$ cat config.mk
export PLATFORM = sky130hd
export DESIGN_NAME = pic_inta_sequencer
export DESIGN_NICKNAME = d
export VERILOG_FILES = /design/src/rtl/pic_pkg.sv /design/src/rtl/pic_vector_mux.sv /design/src/rtl/pic_inta_sequencer.sv
export SDC_FILE = /design/constraint.sdc
export NUM_CORES = 1
export LEC_CHECK = 0
export ABC_AREA = 1
export CAP_MARGIN = 20
export CELL_PAD_IN_SITES_DETAIL_PLACEMENT = 1
export CELL_PAD_IN_SITES_GLOBAL_PLACEMENT = 1
export CORE_ASPECT_RATIO = 1.75
export CORE_MARGIN = 1
export CORE_UTILIZATION = 36
export DETAILED_ROUTE_END_ITERATION = 10
export PLACE_DENSITY = 0.79
export SLEW_MARGIN = 40
export SYNTH_ARGS = -nofsm -noshare
export SYNTH_HDL_FRONTEND = slang
export SYNTH_SLANG_ARGS = --single-unit
$ cat constraint.sdc
create_clock -name clk -period 2 [get_ports clk]
set_input_delay 0.4 -clock clk [delete_from_list [all_inputs] [get_ports clk]]
set_output_delay 0.4 -clock clk [all_outputs]
set_load 0.01 [all_outputs]
$ cat src/rtl/pic_pkg.sv
// Shared types and constants for the 8259-compatible PIC acknowledge path.
package pic_pkg;

    // Acknowledge sequencer states; a state names the most recently started INTA pulse.
    typedef enum logic [1:0] {
        ST_IDLE = 2'd0,
        ST_ACK1 = 2'd1,
        ST_ACK2 = 2'd2,
        ST_ACK3 = 2'd3
    } inta_state_t;

    localparam logic [7:0] CALL_OPCODE    = 8'hCD;
    localparam logic [2:0] SPURIOUS_LEVEL = 3'd7;

    // One-hot decode of an IR level onto the 8-bit IRR/ISR strobe buses.
    function automatic logic [7:0] level_onehot(input logic [2:0] level);
        logic [7:0] mask;
        mask = 8'h00;
        mask[level] = 1'b1;
        return mask;
    endfunction

endpackage

$ cat src/rtl/pic_vector_mux.sv
// Selects the byte the PIC drives for a given INTA pulse from mode, ICW fields and level.
module pic_vector_mux
    import pic_pkg::*;
(
    input  logic       mode_8086,
    input  logic [1:0] pulse_idx,
    input  logic       adi,
    input  logic [2:0] icw1_addr,
    input  logic [7:0] icw2,
    input  logic [2:0] level,
    output logic [7:0] byte_out,
    output logic       byte_valid
);

    // Byte and drive-enable for the pulse about to start (1, 2 or 3).
    always_comb begin
        byte_out   = 8'h00;
        byte_valid = 1'b0;
        case (pulse_idx)
            2'd1: begin
                if (mode_8086) begin
                    byte_out   = 8'h00;
                    byte_valid = 1'b0;
                end else begin
                    byte_out   = CALL_OPCODE;
                    byte_valid = 1'b1;
                end
            end
            2'd2: begin
                byte_valid = 1'b1;
                if (mode_8086) begin
                    byte_out = {icw2[7:3], level};
                end else if (adi) begin
                    byte_out = {icw1_addr, level, 2'b00};
                end else begin
                    byte_out = {icw1_addr[2:1], level, 3'b000};
                end
            end
            2'd3: begin
                if (mode_8086) begin
                    byte_out   = 8'h00;
                    byte_valid = 1'b0;
                end else begin
                    byte_out   = icw2;
                    byte_valid = 1'b1;
                end
            end
            default: begin
                byte_out   = 8'h00;
                byte_valid = 1'b0;
            end
        endcase
    end

endmodule

$ cat src/rtl/pic_inta_sequencer.sv
// CPU-facing interrupt acknowledge sequencer: raises INT, walks the INTA pulses,
// strobes IRR/ISR, drives vector/CALL bytes and issues the AEOI strobe.
module pic_inta_sequencer
    import pic_pkg::*;
(
    input  logic       clk,
    input  logic       rst_n,
    input  logic       intr_req,
    input  logic [2:0] req_level,
    input  logic       inta_n,
    input  logic       mode_8086,
    input  logic       aeoi,
    input  logic [2:0] icw1_addr,
    input  logic       icw1_adi,
    input  logic [7:0] icw2,
    output logic       int_out,
    output logic [7:0] clear_irr,
    output logic [7:0] set_isr,
    output logic [7:0] aeoi_clr_isr,
    output logic       freeze,
    output logic [7:0] data_out,
    output logic       data_oe
);

    inta_state_t state_q, state_d;
    logic        inta_n_q, inta_n_d;
    logic        ign_q, ign_d;
    logic        mode_q, mode_d;
    logic        aeoi_q, aeoi_d;
    logic        spur_q, spur_d;
    logic [2:0]  level_q, level_d;
    logic [2:0]  addr_q, addr_d;
    logic        adi_q, adi_d;
    logic [7:0]  icw2_q, icw2_d;

    logic        int_out_q, int_out_d;
    logic [7:0]  clear_irr_q, clear_irr_d;
    logic [7:0]  set_isr_q, set_isr_d;
    logic [7:0]  aeoi_clr_q, aeoi_clr_d;
    logic        freeze_q, freeze_d;
    logic [7:0]  data_out_q, data_out_d;
    logic        data_oe_q, data_oe_d;

    logic        fall_s, rise_s, in_idle_s;
    logic [2:0]  live_level_s;
    logic        sel_mode_s, sel_adi_s;
    logic [2:0]  sel_addr_s, sel_level_s;
    logic [7:0]  sel_icw2_s;
    logic [1:0]  pulse_idx_s;
    logic [7:0]  mux_byte_s;
    logic        mux_valid_s;

    // Edge detection on the synchronous INTA input; a pulse already low when
    // reset releases is masked until INTA has been seen high again.
    always_comb begin
        fall_s       = inta_n_q & ~inta_n & ~ign_q;
        rise_s       = ~inta_n_q & inta_n;
        ign_d        = ign_q & ~inta_n;
        inta_n_d     = inta_n;
        in_idle_s    = (state_q == ST_IDLE);
        live_level_s = intr_req ? req_level : SPURIOUS_LEVEL;
    end

    // In IDLE the vector mux looks at live inputs (first pulse); afterwards
    // it uses the values captured at the first fall.
    always_comb begin
        if (in_idle_s) begin
            sel_mode_s  = mode_8086;
            sel_adi_s   = icw1_adi;
            sel_addr_s  = icw1_addr;
            sel_icw2_s  = icw2;
            sel_level_s = live_level_s;
        end else begin
            sel_mode_s  = mode_q;
            sel_adi_s   = adi_q;
            sel_addr_s  = addr_q;
            sel_icw2_s  = icw2_q;
            sel_level_s = level_q;
        end
        case (state_q)
            ST_IDLE: pulse_idx_s = 2'd1;
            ST_ACK1: pulse_idx_s = 2'd2;
            ST_ACK2: pulse_idx_s = 2'd3;
            default: pulse_idx_s = 2'd0;
        endcase
    end

    pic_vector_mux u_vector_mux (
        .mode_8086  (sel_mode_s),
        .pulse_idx  (pulse_idx_s),
        .adi        (sel_adi_s),
        .icw1_addr  (sel_addr_s),
        .icw2       (sel_icw2_s),
        .level      (sel_level_s),
        .byte_out   (mux_byte_s),
        .byte_valid (mux_valid_s)
    );

    // Next-state and next-output computation for the acknowledge sequence.
    always_comb begin
        state_d     = state_q;
        mode_d      = mode_q;
        aeoi_d      = aeoi_q;
        spur_d      = spur_q;
        level_d     = level_q;
        addr_d      = addr_q;
        adi_d       = adi_q;
        icw2_d      = icw2_q;
        int_out_d   = 1'b0;
        clear_irr_d = 8'h00;
        set_isr_d   = 8'h00;
        aeoi_clr_d  = 8'h00;
        freeze_d    = freeze_q;
        data_out_d  = data_out_q;
        data_oe_d   = data_oe_q;

        case (state_q)
            ST_IDLE: begin
                int_out_d  = intr_req;
                freeze_d   = 1'b0;
                data_oe_d  = 1'b0;
                data_out_d = 8'h00;
                if (fall_s) begin
                    mode_d    = mode_8086;
                    aeoi_d    = aeoi;
                    spur_d    = ~intr_req;
                    level_d   = live_level_s;
                    addr_d    = icw1_addr;
                    adi_d     = icw1_adi;
                    icw2_d    = icw2;
                    if (intr_req) begin
                        clear_irr_d = level_onehot(req_level);
                        set_isr_d   = level_onehot(req_level);
                    end else begin
                        clear_irr_d = 8'h00;
                        set_isr_d   = 8'h00;
                    end
                    int_out_d  = 1'b0;
                    freeze_d   = 1'b1;
                    data_oe_d  = mux_valid_s;
                    data_out_d = mux_valid_s ? mux_byte_s : 8'h00;
                    state_d    = ST_ACK1;
                end else begin
                    state_d = ST_IDLE;
                end
            end
            ST_ACK1: begin
                if (rise_s) begin
                    data_oe_d  = 1'b0;
                    data_out_d = 8'h00;
                end else if (fall_s) begin
                    data_oe_d  = mux_valid_s;
                    data_out_d = mux_valid_s ? mux_byte_s : 8'h00;
                    state_d    = ST_ACK2;
                end else begin
                    state_d = ST_ACK1;
                end
            end
            ST_ACK2: begin
                if (rise_s) begin
                    data_oe_d  = 1'b0;
                    data_out_d = 8'h00;
                    if (mode_q) begin
                        aeoi_clr_d = (aeoi_q && !spur_q) ? level_onehot(level_q) : 8'h00;
                        freeze_d   = 1'b0;
                        state_d    = ST_IDLE;
                    end else begin
                        state_d = ST_ACK2;
                    end
                end else if (fall_s && !mode_q) begin
                    data_oe_d  = mux_valid_s;
                    data_out_d = mux_valid_s ? mux_byte_s : 8'h00;
                    state_d    = ST_ACK3;
                end else begin
                    state_d = ST_ACK2;
                end
            end
            ST_ACK3: begin
                if (rise_s) begin
                    data_oe_d  = 1'b0;
                    data_out_d = 8'h00;
                    aeoi_clr_d = (aeoi_q && !spur_q) ? level_onehot(level_q) : 8'h00;
                    freeze_d   = 1'b0;
                    state_d    = ST_IDLE;
                end else begin
                    state_d = ST_ACK3;
                end
            end
            default: begin
                freeze_d   = 1'b0;
                data_oe_d  = 1'b0;
                data_out_d = 8'h00;
                state_d    = ST_IDLE;
            end
        endcase
    end

    // State, captured context and registered outputs; reset abandons any sequence.
    always_ff @(posedge clk or negedge rst_n) begin
        if (!rst_n) begin
            state_q     <= ST_IDLE;
            inta_n_q    <= 1'b1;
            ign_q       <= 1'b1;
            mode_q      <= 1'b0;
            aeoi_q      <= 1'b0;
            spur_q      <= 1'b0;
            level_q     <= 3'd0;
            addr_q      <= 3'd0;
            adi_q       <= 1'b0;
            icw2_q      <= 8'h00;
            int_out_q   <= 1'b0;
            clear_irr_q <= 8'h00;
            set_isr_q   <= 8'h00;
            aeoi_clr_q  <= 8'h00;
            freeze_q    <= 1'b0;
            data_out_q  <= 8'h00;
            data_oe_q   <= 1'b0;
        end else begin
            state_q     <= state_d;
            inta_n_q    <= inta_n_d;
            ign_q       <= ign_d;
            mode_q      <= mode_d;
            aeoi_q      <= aeoi_d;
            spur_q      <= spur_d;
            level_q     <= level_d;
            addr_q      <= addr_d;
            adi_q       <= adi_d;
            icw2_q      <= icw2_d;
            int_out_q   <= int_out_d;
            clear_irr_q <= clear_irr_d;
            set_isr_q   <= set_isr_d;
            aeoi_clr_q  <= aeoi_clr_d;
            freeze_q    <= freeze_d;
            data_out_q  <= data_out_d;
            data_oe_q   <= data_oe_d;
        end
    end

    assign int_out      = int_out_q;
    assign clear_irr    = clear_irr_q;
    assign set_isr      = set_isr_q;
    assign aeoi_clr_isr = aeoi_clr_q;
    assign freeze       = freeze_q;
    assign data_out     = data_out_q;
    assign data_oe      = data_oe_q;

endmodule
==> results of run 1 <==
timing repair:
item	in CTS	in global routing
endpoints found under the setup margin	0	12
gates resized for setup	0	2
endpoints found under the hold margin	0	0
Yosys cell counts:
library cell,n
nand2_1,97
dfrtp_1,47
inv_1,31
nor2_1,25
nand3_1,19
o21ai_1,19
o21ai_0,14
inv_2,9
buf_4,8
ha_1,6
nand2_2,6
a21oi_1,4
buf_2,4
nor3_1,4
clkinv_1,3
dfstp_2,2
nand3_2,2
nor2_2,2
a21oi_4,1
clkbuf_1,1
mux2i_1,1
nand4_1,1
nand4_2,1
nor4_1,1
o211ai_1,1
o21a_1,1
o22ai_1,1
o41ai_1,1
flip-flops by register name (all words and copies together), names as in the netlist, 2 cells and up:
signal        cells
aeoi_clr_isr      8
data_out          8
icw2_q            8
set_isr           8
addr_q            3
level_q           3
state_q           2
worst max-delay path by stage:
stage | startpoint | to | slack (ns) | cells past startpoint
6_report | state_q[1]$_DFFE_PN0P_ | data_out[4]$_DFFE_PN0P_ | 0.22 | 10
2_1_floorplan | state_q[0]$_DFFE_PN0P_ | data_out[3]$_DFFE_PN0P_ | 0.47 | 11
5_1_grt | state_q[1]$_DFFE_PN0P_ | data_out[4]$_DFFE_PN0P_ | 0.009 | 10
3_5_place_dp | inta_n | aeoi_clr_isr[0]$_DFF_PN0_ | 0.09 | 5
4_1_cts | state_q[1]$_DFFE_PN0P_ | data_out[3]$_DFFE_PN0P_ | 0.11 | 8
3_3_place_gp | inta_n | aeoi_clr_isr[3]$_DFF_PN0_ | 0.19 | 5
metal layers:
layer / vias to the layer above / routed length [um] / GRT usage
met5: - / 0 / 0
met4: 0 / 148 / 0.0844
met3: 11 / 183 / 0.0360
met2: 48 / 3580 / 0.379
met1: 1019 / 2340 / 0.214
li1: 1076 / - / -
power by group:
| group | total [mW] | internal (mW) | switching (mW) |
|---|---|---|---|
| clock | 0.824 | 0.459 | 0.365 |
| sequential | 1.15 | 1.10 | 0.0568 |
| combinational | 0.607 | 0.238 | 0.369 |
| total | 2.59 | 1.79 | 0.791 |
cell families after synthesis:
logic type,count (synthesis)
and+or+nand+nor,158
buffers and inverters,56
DFF,49
AOI/OAI and AO/OA,42
adders and majority gates,6
muxes,1
metrics by stage:
stage          hold WS [ns]  total power, mW  worst slack [ns]  std cells
6_report             0.0560             2.59             0.217        450
3_5_place_dp          0.377             1.78            0.0914        442
5_1_grt              0.0767             2.75           0.00895        450
2_1_floorplan         0.104             1.53             0.470        312
4_1_cts              0.0625             2.61             0.115        450
3_3_place_gp          0.376             1.76             0.185        442
area by class of cell:
cell class,instances,share of cell area
repair buffers,61,0.190
flip-flops and latches,49,0.379
clock inverters,3,0.00541
well taps,82,0.0317
multi-input cells,207,0.305
inverters,43,0.0498
clock buffers,5,0.0386
==> results.toml, run 1 <==
[outcome]
status = "complete, no violations"

[drt]
vias = 2154
drc = 0
firstDrtPassIters = 4
dr.first_iter.drc_count = 72
wl_per_cell_um = 13.9
wirelength_um = 6250
viasPerCell = 4.79
ant_nets = 0

[worst_setup_path]
cp_top_family = "simple AND/OR/NAND/NOR gates"
regToRegStartpoint = "state_q[1]$_DFFE_PN0P_"
start_kind = "flip-flop"
r2r_slack_ns = 0.22
r2r_end = "data_out[4]$_DFFE_PN0P_"
required_ns = 2.23
path_class = "flip-flop to flip-flop"
crit_chain = "inv_1 -> ha_2 -> inv_2 -> nand2_2 -> nand2_2 -> nor2_2 -> nand3_1 -> o21ai_1 -> nand2_1 -> nand2_1"
critPathBufInv = 2
cp.arrival_ns = 2.01
critPathSlowestCell = "dfrtp_1"
worstPathMaxFanout = 6
cp-end-kind = "flip-flop"
worst_r2r_path_depth = 10
critical-path-max-stage-delay_ns = 0.40

[global_route]
antenna_found_initial = 0
grt_pass1_wl_um = 11100
grt_pass1_vias = 2379
grt_max_degree = 32
overflow = 0
grt.total_usage = 0.202

[clocking]
cts-htree-levels = 2
clk_path_buf_depth = 2
numCtsBuffers = 5
clkTransAtPathRegs_ns = 0.07
clock-sinks = 49
post-cts-setup-buffers = 0
cts-root-buf = "clkbuf_16"
postCtsHoldBufs = 0
cts_tree = "done"
clk_latency_ns = 0.29

[floorplan]
num_rows = 39
die_w_um = 64.5
core-area_mm2 = 0.00654
die-height_um = 111
num_io_pins = 56
dieArea_mm2 = 0.00718
initial_core_util = 0.376

[synthesis]
syn_area_mm2 = 0.00246
synthMuxAreaShare = 0.00407
synth-compound-area-share = 0.0941
ys_seq_area_frac = 0.500
ys_top_cells_by_area = "dfrtp_1 (48%), nand2_1 (15%), inv_1 (4.7%)"
synth_xor_area_frac = 0
yosys.area_share.simple = 0.272
synthAdderAreaFrac = 0.0305
netlist.top_cell.by_area = "dfrtp_1"
synth_top_family_by_area = "simple AND/OR/NAND/NOR gates"
ys_seq_elements = 49
ys_types = 28
synth_cells = 312
netlist.area_leader.share = 0.478
syn_nets = 339
avgSynthCellArea_um2 = 7.88
yosysWarnings = 0

[timing]
finalSetupViolCount = 0
finalMaxSlewViolations = 0
fin_crit_ns = 1.78
tightest_slew_ns = 0.467
hold_viol_final = 0
grt_setup_unrepaired = "false"
slew_headroom = 0.689
final.setup.tns_ns = 0
period_share = 0.892
fmax_mhz = 561
skew_ns = 0.00477

[placement]
gp_congestion = 0.829
port_buffers = 55
dpl.hpwl_um = 5040
placedInstanceArea_mm2 = 0.00309

[power_and_ir_drop]
leakage_nw = 1.57
power.density_mw_per_mm2 = 798
ir_drop_mv = 0.320

[flow_run]
maxCapViolCount = 0

[finish]
register_area_mm2 = 0.00123
layout_common_cells = "nand2_1 (97), clkdlybuf4s50_1 (54), dfrtp_1 (47)"
nets = 394
antenna_cells = 0
layout_commonest_cell = "nand2_1"
drive_above_1_share = 0.109
fin_area_mm2 = 0.00324
finish.utilization = 0.496
multiInputGateArea_um2 = 990
fillers = 819
syn2layout_area_growth_pct = 31.8

[worst_hold_path]
hold_path_class = "input pin to async pin"
Note: power is estimated with default switching activity, not from simulation.
==> run 2, diff against run 1 <==
- ABC_AREA: 1 -> default
- CORE_UTILIZATION: 36 -> 38
- PLACE_DENSITY: 0.79 -> 0.8
- TNS_END_PERCENT: default -> 50
==> run 2 against run 1 <==
Effect of this change: largest cell class unchanged; combinational power is 5.4% higher; area after synthesis decreased by 2.5%; global-route usage increased by 3.4 points; clock power fell by 28%; sequential power barely moved; setup slack worse by 0.31 ns; die area shrank 7.5%; register-to-register slack lost 0.31 ns; highest routed layer unchanged; the flow now finishes with violations (setup timing); total power decreased by 7.5%.
==> results.toml, run 2 <==
[clocking]
clock-sinks = 49
cts-htree-levels = 2
clk_path_buf_depth = 2
cts-root-buf = "clkbuf_8"
clkTransAtPathRegs_ns = 0.09
numCtsBuffers = 5
clk_latency_ns = 0.31
postCtsHoldBufs = 0
cts_tree = "done"

[drt]
ant_nets = 0
wl_met3_um = 212
vias = 2142
wl_met2_um = 4220
firstDrtPassIters = 4
drc = 0
wl_per_cell_um = 17.5
dr.max_layer_used = "met4"
dr.first_iter.drc_count = 53
met1_length_um = 2440
viasPerCell = 5.28
wirelength_um = 7120

[placement]
placedInstanceArea_mm2 = 0.00322
dp_slack_ns = -0.278
gp_congestion = 0.937
dpl.hpwl_um = 5270
port_buffers = 55

[timing]
hold_viol_final = 0
grt_setup_unrepaired = "true"
finalMaxSlewViolations = 0
final.setup.tns_ns = -0.595
skew_ns = 0.0122
finalSetupViolCount = 9
finalWorstSetupSlack_ns = -0.0939
tightest_slew_ns = 0.620
whs_ns = 0.191
fin_crit_ns = 2.09
slew_headroom = 0.587
fmax_mhz = 478
period_share = 1.05

[synthesis]
synth_xor_area_frac = 0
netlist.top_cell.by_area = "dfrtp_1"
ys_seq_area_frac = 0.513
netlist.area_leader.share = 0.491
synthMuxAreaShare = 0.0700
ys_types = 42
synth_edf_count = 0
async_reset_ff_frac = 1.00
syn_nets = 270
ys_seq_elements = 49
yosysWarnings = 0
yosysMostFrequentCell = "nand2_1"
ys_top_cells_by_area = "dfrtp_1 (49%), nand2_1 (8.8%), mux2i_1 (4.2%)"
syn_area_mm2 = 0.00240
synth_top_family_by_area = "simple AND/OR/NAND/NOR gates"
avgSynthCellArea_um2 = 9.86
synth-compound-area-share = 0.143
synth_cells = 243
netlist_top_cells_count = "nand2_1 (56), dfrtp_1 (47), nor3_1 (12), mux2i_1 (10)"
synthAdderAreaFrac = 0.0313
ys.flop_type = "dfrtp_1"
yosys.area_share.simple = 0.192

[finish]
antenna_cells = 0
nets = 354
fillers = 678
finish.utilization = 0.565
syn2layout_area_growth_pct = 40.9
layout_commonest_cell = "nand2_1"
drive_above_1_share = 0.213
fin_area_mm2 = 0.00338
layout_common_cells = "nand2_1 (56), clkdlybuf4s50_1 (54), dfrtp_1 (47)"
register_area_mm2 = 0.00123
multiInputGateArea_mm2 = 0.00108

[worst_hold_path]
hold_path_class = "input pin to async pin"

[power_and_ir_drop]
power.density_mw_per_mm2 = 708
ir_drop_mv = 0.482
leakage_nw = 1.57

[outcome]
violations = "setup timing"
status = "finished, violations left"

[floorplan]
dieArea_mm2 = 0.00664
die-height_um = 107
initial_core_util = 0.401
core-area_mm2 = 0.00597
num_rows = 37
num_io_pins = 56
die_w_um = 62.0

[global_route]
grt_pass1_vias = 2465
grt_max_degree = 50
grt_pass1_wl_um = 11600
grt.total_usage = 0.237
antenna_found_initial = 0
overflow = 0

[worst_setup_path]
critical-path-max-stage-delay_ns = 0.54
start_kind = "flip-flop"
crit_chain = "or3b_4 -> a211oi_2 -> nor3_2 -> a2111oi_4 -> buf_4 -> a22o_1"
required_ns = 2.24
path_class = "flip-flop to flip-flop"
cp-end-kind = "flip-flop"
cp.arrival_ns = 2.33
worstPathMaxFanout = 4
critPathSlowestCell = "dfstp_2"

[flow_run]
maxCapViolCount = 0
[run 2: path summary, 6_finish.rpt]
| kind | slack [ns] | from | cells after the start | endpoint |
|---|---|---|---|---|
| setup / recovery | -0.09 | inta_n_q$_DFF_PN1_ | 6 | data_out[0]$_DFFE_PN0P_ |
| hold / removal | 0.19 | rst_n | 2 | freeze$_DFFE_PN0P_ |
| setup reg to reg | -0.09 | inta_n_q$_DFF_PN1_ | 6 | data_out[0]$_DFFE_PN0P_ |
| hold reg to reg | 0.48 | icw2_q[6]$_DFFE_PN0P_ | 2 | icw2_q[6]$_DFFE_PN0P_ |
| max in group asynchronous | 1.39 | rst_n | 2 | data_out[3]$_DFFE_PN0P_ |
| min in group clk | 0.48 | icw2_q[6]$_DFFE_PN0P_ | 2 | icw2_q[6]$_DFFE_PN0P_ |
[run 2: layer usage]
layer / global-route usage / vias up
met5: 0 / -
met4: 0.125 / 0
met3: 0.0338 / 19
met2: 0.431 / 71
met1: 0.243 / 1054
li1: - / 998
[run 2: final cells by class]
cell class              instances  area share
well taps                      78      0.0289
clock buffers                   5      0.0204
flip-flops and latches         49       0.364
clock inverters                 3     0.00630
multi-input cells             170       0.320
inverters                       5     0.00556
repair buffers                 96       0.255
[run 2: power by group]
part	internal, mW	total (mW)	switching [mW]
combinational	0.312	0.640	0.328
clock	0.249	0.593	0.345
sequential	1.09	1.16	0.0720
[run 2: cells by family after synthesis]
logic type / count (synthesis)
muxes: 16
buffers and inverters: 24
adders and majority gates: 6
DFF: 49
and+or+nand+nor: 101
AOI/OAI and AO/OA: 47
[run 2: per-stage QoR]
stage	total power [mW]	std cells
global route	2.51	406
CTS	2.39	406
detailed placement	1.77	395
finish	2.39	406
global placement	1.74	395
floorplan	1.46	243
[run 2: what timing repair did]
item | 4_1_cts | 5_1_grt
pin swaps | 4 | 2
setup buffers | 2 | 0
setup endpoints to repair | 9 | 11
endpoints found under the hold margin | 0 | 0
gates resized for setup | 8 | 7
gates cloned | 1 | 0
[run 2: critical path, delay by kind of cell (launching register included)]
kind,cells,cell delay (ns)
buffers and inverters,1,0.22
AO/OA/AOI/OAI,3,0.78
flip-flops,1,0.54
AND/OR/NAND/NOR,2,0.50
==> run 3, diff against run 2 <==
- SKIP_CTS_REPAIR_TIMING: default -> 1
==> run 3 against run 2 <==
Effect of this change: the run still ends with setup timing left; global-route usage shrank 0.53 points; sequential power barely moved; setup slack got worse by 0.012 ns; clock-buffer cell count stayed put; via count down 0.47%; critical path depth is the same; critical endpoint is now data_out[6]$_DFFE_PN0P_; highest routed layer unchanged.
==> results.toml, run 3 (synthesized netlist as in run 2, its figures left out) <==
[clocking]
cts-root-buf = "clkbuf_8"
clock-sinks = 49
cts_tree = "done"
cts-htree-levels = 2
clk_path_buf_depth = 2
clk_latency_ns = 0.31
numCtsBuffers = 5
clkTransAtPathRegs_ns = 0.09

[placement]
placedInstanceArea_mm2 = 0.00322
dp_slack_ns = -0.278
gp_congestion = 0.937
port_buffers = 55
dpl.hpwl_um = 5270

[floorplan]
die-height_um = 107
num_io_pins = 56
initial_core_util = 0.401
die_w_um = 62.0
num_rows = 37
dieArea_mm2 = 0.00664
core-area_mm2 = 0.00597

[power_and_ir_drop]
seqPwrFrac = 0.485
p_int_mw = 1.64
power.density_mw_per_mm2 = 710
leakage_nw = 1.56
power_switching_mw = 0.746
p_clk_frac = 0.251
ir_drop_mv = 0.453
swShare = 0.313
p_comb_frac = 0.264

[drt]
firstDrtPassIters = 4
ant_nets = 0
dr.first_iter.drc_count = 30
wl_per_cell_um = 17.4
drc = 0
wirelength_um = 7060
vias = 2132
viasPerCell = 5.26

[worst_setup_path]
worstPathMaxFanout = 4
critical-path-max-stage-delay_ns = 0.56
cp-end-kind = "flip-flop"
required_ns = 2.24
cp.arrival_ns = 2.35
start_kind = "flip-flop"
critPathBufInv = 1
path_class = "flip-flop to flip-flop"
crit_chain = "or3b_4 -> a211oi_2 -> nor3_2 -> a2111oi_4 -> buf_4 -> a22o_1"
cp_top_family = "compound AO/OA/AOI/OAI gates"
critPathSlowestCell = "dfstp_2"

[global_route]
overflow = 0
grt_pass1_vias = 2446
grt.total_usage = 0.231
antenna_found_initial = 0
grt_max_degree = 50
grt_pass1_wl_um = 11400

[finish]
drive_above_1_share = 0.205
syn2layout_area_growth_pct = 40.2
finish.utilization = 0.563
layout_commonest_cell = "nand2_1"
antenna_cells = 0
nets = 353
layout_common_cells = "nand2_1 (56), clkdlybuf4s50_1 (54), dfrtp_1 (47)"
fin_area_mm2 = 0.00336

[timing]
hold_viol_final = 0
whs_ns = 0.191
grt_setup_unrepaired = "true"
fmax_mhz = 475
finalWorstSetupSlack_ns = -0.105
finalMaxSlewViolations = 0
fin_crit_ns = 2.11
slew_headroom = 0.582
finalSetupViolCount = 9
period_share = 1.05
tightest_slew_ns = 0.627
skew_ns = 0.00966

[outcome]
violations = "setup timing"
status = "finished, violations left"

[worst_hold_path]
hold_path_class = "input pin to async pin"

[flow_run]
maxCapViolCount = 0
[run 3: worst reg2reg max path, cell delays in order (launching register included)]
cell,delay [ns]
dfstp_2,0.56
or3b_4,0.41
a211oi_2,0.21
nor3_2,0.10
a2111oi_4,0.44
buf_4,0.21
a22o_1,0.13
[run 3: through the flow]
| step | setup TNS [ns] | total power, mW | instances |
|---|---|---|---|
| after CTS | -1.25 | 2.37 | 403 |
| after global routing | -1.09 | 2.50 | 405 |
| after detailed placement | -2.36 | 1.77 | 395 |
| after floorplan | -0.102 | 1.46 | 243 |
| final | -0.773 | 2.39 | 405 |
| after global placement | -1.60 | 1.74 | 395 |
[run 3: routing by layer]
layer | part of all wire | wire, um | GRT usage
met2 | 0.59 | 4170 | 0.420
met5 | 0 | 0 | 0
met3 | 0.025 | 179 | 0.0350
met1 | 0.35 | 2490 | 0.238
met4 | 0.033 | 230 | 0.121
[run 3: final timing paths]
path	from	slack (ns)	endpoint	cells past startpoint
worst min-delay path	rst_n	0.19	freeze$_DFFE_PN0P_	2
min in group clk	icw2_q[6]$_DFFE_PN0P_	0.48	icw2_q[6]$_DFFE_PN0P_	2
worst max register to register	inta_n_q$_DFF_PN1_	-0.11	data_out[6]$_DFFE_PN0P_	6
worst min register to register	icw2_q[6]$_DFFE_PN0P_	0.48	icw2_q[6]$_DFFE_PN0P_	2
worst max-delay path	inta_n_q$_DFF_PN1_	-0.11	data_out[6]$_DFFE_PN0P_	6
max in group asynchronous	rst_n	1.38	adi_q$_DFFE_PN0P_	2
[run 3: area by class of cell]
cell class / count / area [um2]
Clock buffer: 5 / 68.8
Timing Repair Buffer: 95 / 850
Fill cell: 674 / 2610
Sequential cell: 49 / 1230
Tap cell: 78 / 97.6
Multi-Input combinational cell: 170 / 1070
Clock inverter: 3 / 21.3
Inverter: 5 / 18.8
[run 3: power groups by stage]
stage / clock network [mW] / logic [mW] / registers, mW
floorplan: 0 / 0.299 / 1.16
global placement: 0 / 0.577 / 1.17
detailed placement: 0 / 0.600 / 1.17
CTS: 0.605 / 0.609 / 1.16
global route: 0.645 / 0.689 / 1.17
finish: 0.599 / 0.631 / 1.16
